`src/rtl/instr_decode.sv`:
```
// RV32I decode stage: 32x32 register file, control decode, immediates, ID/EX register.
// Optional macro WB_BYPASS_EN makes WB writes visible to same-cycle reads (write-first).
module instr_decode (
  input  logic        clk,
  input  logic        rst,
  input  logic [31:0] instr_if_id,
  input  logic [31:0] PC_if_id,
  input  logic        branch_mem_id,
  input  logic        reg_write_wb_id,
  input  logic [4:0]  rd_wb_id,
  input  logic [31:0] rd_data_wb_id,
  output logic [31:0] PC_id_ex,
  output logic [31:0] rs1_data_id_ex,
  output logic [31:0] rs2_data_id_ex,
  output logic [31:0] imm_id_ex,
  output logic [4:0]  rs1_id_ex,
  output logic [4:0]  rs2_id_ex,
  output logic [4:0]  rd_id_ex,
  output logic [2:0]  funct3_id_ex,
  output logic [3:0]  alu_op_id_ex,
  output logic        alu_src_a_pc_id_ex,
  output logic        alu_src_b_imm_id_ex,
  output logic        mem_read_id_ex,
  output logic        mem_write_id_ex,
  output logic        reg_write_id_ex,
  output logic        branch_id_ex,
  output logic        jump_id_ex,
  output logic [1:0]  wb_sel_id_ex,
  output logic        illegal_id_ex
);

  localparam logic [6:0] OPC_OP     = 7'b0110011;
  localparam logic [6:0] OPC_OPIMM  = 7'b0010011;
  localparam logic [6:0] OPC_LOAD   = 7'b0000011;
  localparam logic [6:0] OPC_STORE  = 7'b0100011;
  localparam logic [6:0] OPC_BRANCH = 7'b1100011;
  localparam logic [6:0] OPC_LUI    = 7'b0110111;
  localparam logic [6:0] OPC_AUIPC  = 7'b0010111;
  localparam logic [6:0] OPC_JAL    = 7'b1101111;
  localparam logic [6:0] OPC_JALR   = 7'b1100111;

  localparam logic [3:0] ALU_ADD = 4'd0, ALU_SUB = 4'd1, ALU_SLL = 4'd2, ALU_SLT = 4'd3;
  localparam logic [3:0] ALU_SLTU = 4'd4, ALU_XOR = 4'd5, ALU_SRL = 4'd6, ALU_SRA = 4'd7;
  localparam logic [3:0] ALU_OR = 4'd8, ALU_AND = 4'd9, ALU_PASSB = 4'd10;

  logic [31:0] rf_q [32];

  logic [6:0]  opcode;
  logic [4:0]  rs1_idx, rs2_idx, rd_idx;
  logic [2:0]  funct3;
  logic [31:0] imm_i, imm_s, imm_b, imm_u, imm_j;
  logic [31:0] rs1_val, rs2_val;

  assign opcode  = instr_if_id[6:0];
  assign rd_idx  = instr_if_id[11:7];
  assign funct3  = instr_if_id[14:12];
  assign rs1_idx = instr_if_id[19:15];
  assign rs2_idx = instr_if_id[24:20];

  assign imm_i = {{20{instr_if_id[31]}}, instr_if_id[31:20]};
  assign imm_s = {{20{instr_if_id[31]}}, instr_if_id[31:25], instr_if_id[11:7]};
  assign imm_b = {{19{instr_if_id[31]}}, instr_if_id[31], instr_if_id[7],
                  instr_if_id[30:25], instr_if_id[11:8], 1'b0};
  assign imm_u = {instr_if_id[31:12], 12'b0};
  assign imm_j = {{11{instr_if_id[31]}}, instr_if_id[31], instr_if_id[19:12],
                  instr_if_id[20], instr_if_id[30:21], 1'b0};

`ifdef WB_BYPASS_EN
  logic wb_hit;
  assign wb_hit  = reg_write_wb_id && (rd_wb_id != 5'd0);
  assign rs1_val = (rs1_idx == 5'd0) ? 32'd0 :
                   (wb_hit && rd_wb_id == rs1_idx) ? rd_data_wb_id : rf_q[rs1_idx];
  assign rs2_val = (rs2_idx == 5'd0) ? 32'd0 :
                   (wb_hit && rd_wb_id == rs2_idx) ? rd_data_wb_id : rf_q[rs2_idx];
`else
  assign rs1_val = (rs1_idx == 5'd0) ? 32'd0 : rf_q[rs1_idx];
  assign rs2_val = (rs2_idx == 5'd0) ? 32'd0 : rf_q[rs2_idx];
`endif

  function automatic logic [3:0] alu_from_funct(input logic [2:0] f3, input logic alt);
    case (f3)
      3'd0:    alu_from_funct = alt ? ALU_SUB : ALU_ADD;
      3'd1:    alu_from_funct = ALU_SLL;
      3'd2:    alu_from_funct = ALU_SLT;
      3'd3:    alu_from_funct = ALU_SLTU;
      3'd4:    alu_from_funct = ALU_XOR;
      3'd5:    alu_from_funct = alt ? ALU_SRA : ALU_SRL;
      3'd6:    alu_from_funct = ALU_OR;
      default: alu_from_funct = ALU_AND;
    endcase
  endfunction

  logic [31:0] imm_d;
  logic [3:0]  alu_op_d;
  logic [1:0]  wb_sel_d;
  logic        src_a_d, src_b_d, mem_read_d, mem_write_d, reg_write_d;
  logic        branch_d, jump_d, illegal_d;

  always_comb begin
    imm_d       = 32'd0;
    alu_op_d    = ALU_ADD;
    wb_sel_d    = 2'b00;
    src_a_d     = 1'b0;
    src_b_d     = 1'b0;
    mem_read_d  = 1'b0;
    mem_write_d = 1'b0;
    reg_write_d = 1'b0;
    branch_d    = 1'b0;
    jump_d      = 1'b0;
    illegal_d   = 1'b0;
    case (opcode)
      OPC_OP: begin
        alu_op_d    = alu_from_funct(funct3, instr_if_id[30]);
        reg_write_d = 1'b1;
      end
      OPC_OPIMM: begin
        // Bit 30 of an I-immediate only selects arithmetic shift for SRAI.
        alu_op_d    = alu_from_funct(funct3, (funct3 == 3'd5) && instr_if_id[30]);
        imm_d       = imm_i;
        src_b_d     = 1'b1;
        reg_write_d = 1'b1;
      end
      OPC_LOAD: begin
        imm_d = imm_i; src_b_d = 1'b1; mem_read_d = 1'b1;
        reg_write_d = 1'b1; wb_sel_d = 2'b01;
      end
      OPC_STORE: begin
        imm_d = imm_s; src_b_d = 1'b1; mem_write_d = 1'b1;
      end
      OPC_BRANCH: begin
        imm_d = imm_b; alu_op_d = ALU_SUB; branch_d = 1'b1;
      end
      OPC_LUI: begin
        imm_d = imm_u; alu_op_d = ALU_PASSB; src_b_d = 1'b1; reg_write_d = 1'b1;
      end
      OPC_AUIPC: begin
        imm_d = imm_u; src_a_d = 1'b1; src_b_d = 1'b1; reg_write_d = 1'b1;
      end
      OPC_JAL: begin
        imm_d = imm_j; src_a_d = 1'b1; src_b_d = 1'b1; jump_d = 1'b1;
        reg_write_d = 1'b1; wb_sel_d = 2'b10;
      end
      OPC_JALR: begin
        imm_d = imm_i; src_b_d = 1'b1; jump_d = 1'b1;
        reg_write_d = 1'b1; wb_sel_d = 2'b10;
      end
      default: illegal_d = 1'b1;
    endcase
  end

  always_ff @(posedge clk) begin
    if (!rst) begin
      for (int i = 0; i < 32; i++) rf_q[i] <= 32'd0;
    end else if (reg_write_wb_id && (rd_wb_id != 5'd0)) begin
      rf_q[rd_wb_id] <= rd_data_wb_id;
    end
  end

  // A flush turns the ID/EX register into an all-zero bubble, same as reset.
  always_ff @(posedge clk) begin
    if (!rst || branch_mem_id) begin
      PC_id_ex            <= 32'd0;
      rs1_data_id_ex      <= 32'd0;
      rs2_data_id_ex      <= 32'd0;
      imm_id_ex           <= 32'd0;
      rs1_id_ex           <= 5'd0;
      rs2_id_ex           <= 5'd0;
      rd_id_ex            <= 5'd0;
      funct3_id_ex        <= 3'd0;
      alu_op_id_ex        <= 4'd0;
      alu_src_a_pc_id_ex  <= 1'b0;
      alu_src_b_imm_id_ex <= 1'b0;
      mem_read_id_ex      <= 1'b0;
      mem_write_id_ex     <= 1'b0;
      reg_write_id_ex     <= 1'b0;
      branch_id_ex        <= 1'b0;
      jump_id_ex          <= 1'b0;
      wb_sel_id_ex        <= 2'b00;
      illegal_id_ex       <= 1'b0;
    end else begin
      PC_id_ex            <= PC_if_id;
      rs1_data_id_ex      <= rs1_val;
      rs2_data_id_ex      <= rs2_val;
      imm_id_ex           <= imm_d;
      rs1_id_ex           <= rs1_idx;
      rs2_id_ex           <= rs2_idx;
      rd_id_ex            <= rd_idx;
      funct3_id_ex        <= funct3;
      alu_op_id_ex        <= alu_op_d;
      alu_src_a_pc_id_ex  <= src_a_d;
      alu_src_b_imm_id_ex <= src_b_d;
      mem_read_id_ex      <= mem_read_d;
      mem_write_id_ex     <= mem_write_d;
      reg_write_id_ex     <= reg_write_d;
      branch_id_ex        <= branch_d;
      jump_id_ex          <= jump_d;
      wb_sel_id_ex        <= wb_sel_d;
      illegal_id_ex       <= illegal_d;
    end
  end

endmodule

```
`config.mk`:
```
export PLATFORM = sky130hd
export DESIGN_NAME = instr_decode
export DESIGN_NICKNAME = d
export VERILOG_FILES = /design/src/rtl/instr_decode.sv
export SDC_FILE = /design/constraint.sdc
export NUM_CORES = 2
export LEC_CHECK = 0
export ABC_AREA = 0
export CAP_MARGIN = 30
export CORE_MARGIN = 2
export CORE_UTILIZATION = 45
export CTS_CLUSTER_DIAMETER = 100
export DETAILED_ROUTE_END_ITERATION = 6
export PLACE_DENSITY_LB_ADDON = 0.3
export SYNTH_ARGS = -nofsm -noshare
export SYNTH_HDL_FRONTEND = slang
export SYNTH_SLANG_ARGS = --single-unit
```
`constraint.sdc`:
```
create_clock -name clk -period 5.25 [get_ports clk]
set_clock_uncertainty 0.05 [all_clocks]
set_input_delay 0.7875 -clock clk [delete_from_list [all_inputs] [get_ports clk]]
set_output_delay 0.7875 -clock clk [all_outputs]
set_load 0.02 [all_outputs]
```
==> results.toml <==
[status]
status = "completed"

[min_path]
min-delay-path-class = "in -> reg"
min_delay_path_depth = 2

[drt]
wl_per_cell_um = 30.69
drt_first_iter_violations = 5316
drt_drc_violations_left = 0
route.vias.total = 37850
first_pass_iters = 6
detail-route-antenna-nets = 0
avgViaCountPerCell = 6.176
drt-total-wl_um = 188100

[synthesis]
syn_inst = 4069
syn-cell-area_um2 = 58770
synth.ff_latch_count = 1184
synth_sequential_area_ratio_pct = 57.77
async_reset_ff_share_pct = 0
dominantRegCellSynth = "sky130_fd_sc_hd__edfxtp_1"
synthDistinctLibCells = 59
ys.warnings.count = 0
synth_enable_flop_cells = 1024
syn-mean-instance-area_um2 = 14.44

[pwr]
p_leak_nw = 23.98
share_comb_of_total_power_pct = 11.2
pwr-share-seq_pct = 48.2
power.total_mw = 22.75
switchingPower_mw = 5.571
powerDensity_nw_per_um2 = 331.6
clock_power_share_pct = 40.6
worst_ir_drop_vdd_uv = 228.7
internal_power_mw = 17.17
switching_share_pct = 24.49

[sta]
headroom_to_the_max_slew_limit_pct = 17.57
max_slew_violation_count = 0
grt_setup_unrepaired = "false"
fin_setup_tns_ns = 0
final_hold_fails = 0
final.hold.worst_slack_ns = 0.5382
period_minus_slack_ns = 3.281
max_freq_mhz = 304.8
setup-violations-final = 0
layout_worst_path_cycle_share_pct = 62.49
worst-slew-pin-transition_ns = 1.236

[flow_run]
cap_viol_max_count = 0

[worst_setup_path]
timing.setup.critical_path_class = "in -> reg"
critPathLaunchType = "input pin"
worstPathRequired_ns = 5.75
worstPathMaxFanout = 17
cp-end-kind = "flip-flop"
cp_data_arrival_time_ns = 3.78
r2r_cells = 4

[placement]
placement.io_buffers = 264
place.detailed.hpwl_um = 123400
final_gp_congestion = 0.8920
placement.cell_area_um2 = 64180

[cts]
numCtsBuffers = 133
cts_tree = "yes"
clock_latency_ns = 0.77
cts.root.buffer_cell = "sky130_fd_sc_hd__clkbuf_16"
cts_resized = 0
htree_levels = 4
tritoncts_num_sinks = 1184
post_cts_buffers = 0
cts_hold_buf = 0
cts.path.max_buffers = 3
clk_pin_slew_worst_paths_ns = 0.06

[global_routing]
number_of_antenna_violations_at_the_first_check_in_global_routing = 18
gr-usage-all-layers_pct = 28.10
grt_first_pass_wirelength_um = 265500
global_route.overflow_total = 0
via_count_of_the_first_global_routing_pass = 36920
maximum_number_of_pins_on_one_net_before_global_route_repair = 90

[die]
floorplan.die_area_um2 = 133500
placeableCoreArea_um2 = 129500
floorplan.initialDensity_pct = 45.39
row_count = 132
floorplan.io_pins = 265
die-width_um = 365.4
die_h_um = 365.4

[layout]
layout-drive-gt1-share_pct = 19.62
stdcell_area_um2 = 68600
areaGrowthSynthToFinish_pct = 16.72
net_count_reported_at_finish = 4377
-- flip-flops by register name, summed over array words and instances, names as in the netlist --
name and count:
illegal_id_ex 1, mem_write_id_ex 1, rd_id_ex 5, mem_read_id_ex 1, reg_write_id_ex 1, rs1_id_ex 5
funct3_id_ex 3, rs1_data_id_ex 32, rs2_data_id_ex 32, wb_sel_id_ex 2, rf_q 1024, alu_src_b_imm_id_ex 1
PC_id_ex 32, imm_id_ex 32, branch_id_ex 1, rs2_id_ex 5, alu_op_id_ex 4, jump_id_ex 1
alu_src_a_pc_id_ex 1
-- cells by family (layout without fill, tap and decap cells) --
logic type | count (synthesis) | count (layout) | share of synthesized area (%)
AO/OA/AOI/OAI | 454 | 454 | 5.520
multiplexers | 670 | 670 | 19.64
XOR/XNOR | 1 | 1 | 0.01491
AND/OR/NAND/NOR | 1342 | 1342 | 13.60
buffers and inverters | 417 | 695 | 3.453
flip-flops | 1184 | 1184 | 57.77
other | 1 | 40 | 0.006381
-- power by group through the flow --
stage | logic [mW] | clock network (mW) | registers [mW]
finish | 2.55 | 9.23 | 11.0
global placement | 2.45 | 0 | 11.1
floorplan | 1.42 | 0 | 11.1
detailed placement | 2.49 | 0 | 11.2
global route | 2.64 | 9.67 | 11.0
CTS | 2.50 | 9.30 | 11.0
-- final timing paths --
kind | from | endpoint | slack (ns)
setup / recovery | instr_if_id[23] | rs2_data_id_ex[13] | 1.97
hold / removal | PC_if_id[23] | PC_id_ex[23] | 0.54
setup reg to reg | rf_q[15][13] | rs2_data_id_ex[13] | 2.63
hold reg to reg | rf_q[27][8] | rs2_data_id_ex[8] | 0.71
-- critical path, stage by stage --
cell                              delay [ns]
sky130_fd_sc_hd__clkdlybuf4s50_1        0.66
sky130_fd_sc_hd__clkinv_1               0.47
sky130_fd_sc_hd__nor3_2                 0.10
sky130_fd_sc_hd__buf_4                  0.25
sky130_fd_sc_hd__a22o_1                 0.27
sky130_fd_sc_hd__a221oi_1               0.96
sky130_fd_sc_hd__a31oi_1                0.27
-- per-layer routing --
| metal | share of wire (%) | wire [um] | global-route usage (%) | up-vias |
|---|---|---|---|---|
| li1 | - | - | - | 15830 |
| met1 | 38 | 70530 | 38.10 | 19210 |
| met2 | 46 | 86880 | 43.91 | 2460 |
| met3 | 14 | 25530 | 8.313 | 332 |
| met4 | 2.7 | 5025 | 8.206 | 12 |
| met5 | 0.048 | 91 | 0 | - |
-- stage by stage --
step | util [%] | instances | setup slack [ns]
finish | 52.98 | 6128 | 1.970
CTS | 52.89 | 6115 | 1.775
global route | 52.96 | 6121 | 1.962
floorplan | - | 4100 | 0.8531
global placement | 49.23 | 5852 | 1.003
detailed placement | 49.57 | 5874 | 0.9754
-- layout make-up --
cell class	instances	area (um2)
tap	1742	2180
clock inverter	40	379.1
sequential	1184	33950
antenna	8	20.02
clock buffer	201	3920
timing repair buffer	448	4579
fill	10450	60890
multi-input combinational	2499	23550
inverter	6	22.52
-- placed cells by master (no fill, tap or decap), drive strengths merged, types with 74 or more instances in the layout --
master / instances
a22oi: 141
nand2: 74
clkdlybuf4s50: 255
mux4: 386
dfxtp: 160
mux2i: 280
buf: 191
edfxtp: 1024
nor2: 81
and2: 1047
clkbuf: 203
-- cells in the mapped netlist, types with 5 or more instances --
cell	instances	area share [%]
sky130_fd_sc_hd__nand3_1	49	0.42
sky130_fd_sc_hd__nor2b_1	20	0.21
sky130_fd_sc_hd__nor3_1	15	0.13
sky130_fd_sc_hd__inv_1	5	0.032
sky130_fd_sc_hd__mux2i_1	280	4.8
sky130_fd_sc_hd__o21ai_0	44	0.37
sky130_fd_sc_hd__buf_4	38	0.49
sky130_fd_sc_hd__mux4_2	386	15
sky130_fd_sc_hd__buf_1	12	0.077
sky130_fd_sc_hd__nor2_1	81	0.52
sky130_fd_sc_hd__nor4_1	11	0.12
sky130_fd_sc_hd__a211oi_1	22	0.28
sky130_fd_sc_hd__o221a_1	7	0.13
sky130_fd_sc_hd__o22ai_1	24	0.26
sky130_fd_sc_hd__buf_2	53	0.45
sky130_fd_sc_hd__edfxtp_1	1024	52
sky130_fd_sc_hd__nand2_1	74	0.47
sky130_fd_sc_hd__a22oi_1	141	1.8
sky130_fd_sc_hd__and2_1	1046	11
sky130_fd_sc_hd__clkbuf_1	279	1.8
sky130_fd_sc_hd__buf_6	23	0.44
sky130_fd_sc_hd__a221oi_1	26	0.39
sky130_fd_sc_hd__nand2b_1	7	0.075
sky130_fd_sc_hd__nand3b_1	7	0.089
sky130_fd_sc_hd__and3_1	8	0.085
sky130_fd_sc_hd__a21oi_1	55	0.47
sky130_fd_sc_hd__a31oi_1	43	0.46
sky130_fd_sc_hd__a2111oi_0	5	0.075
sky130_fd_sc_hd__a22o_1	70	1.0
sky130_fd_sc_hd__dfxtp_1	160	5.5
Power figures use the tool's default switching activity.
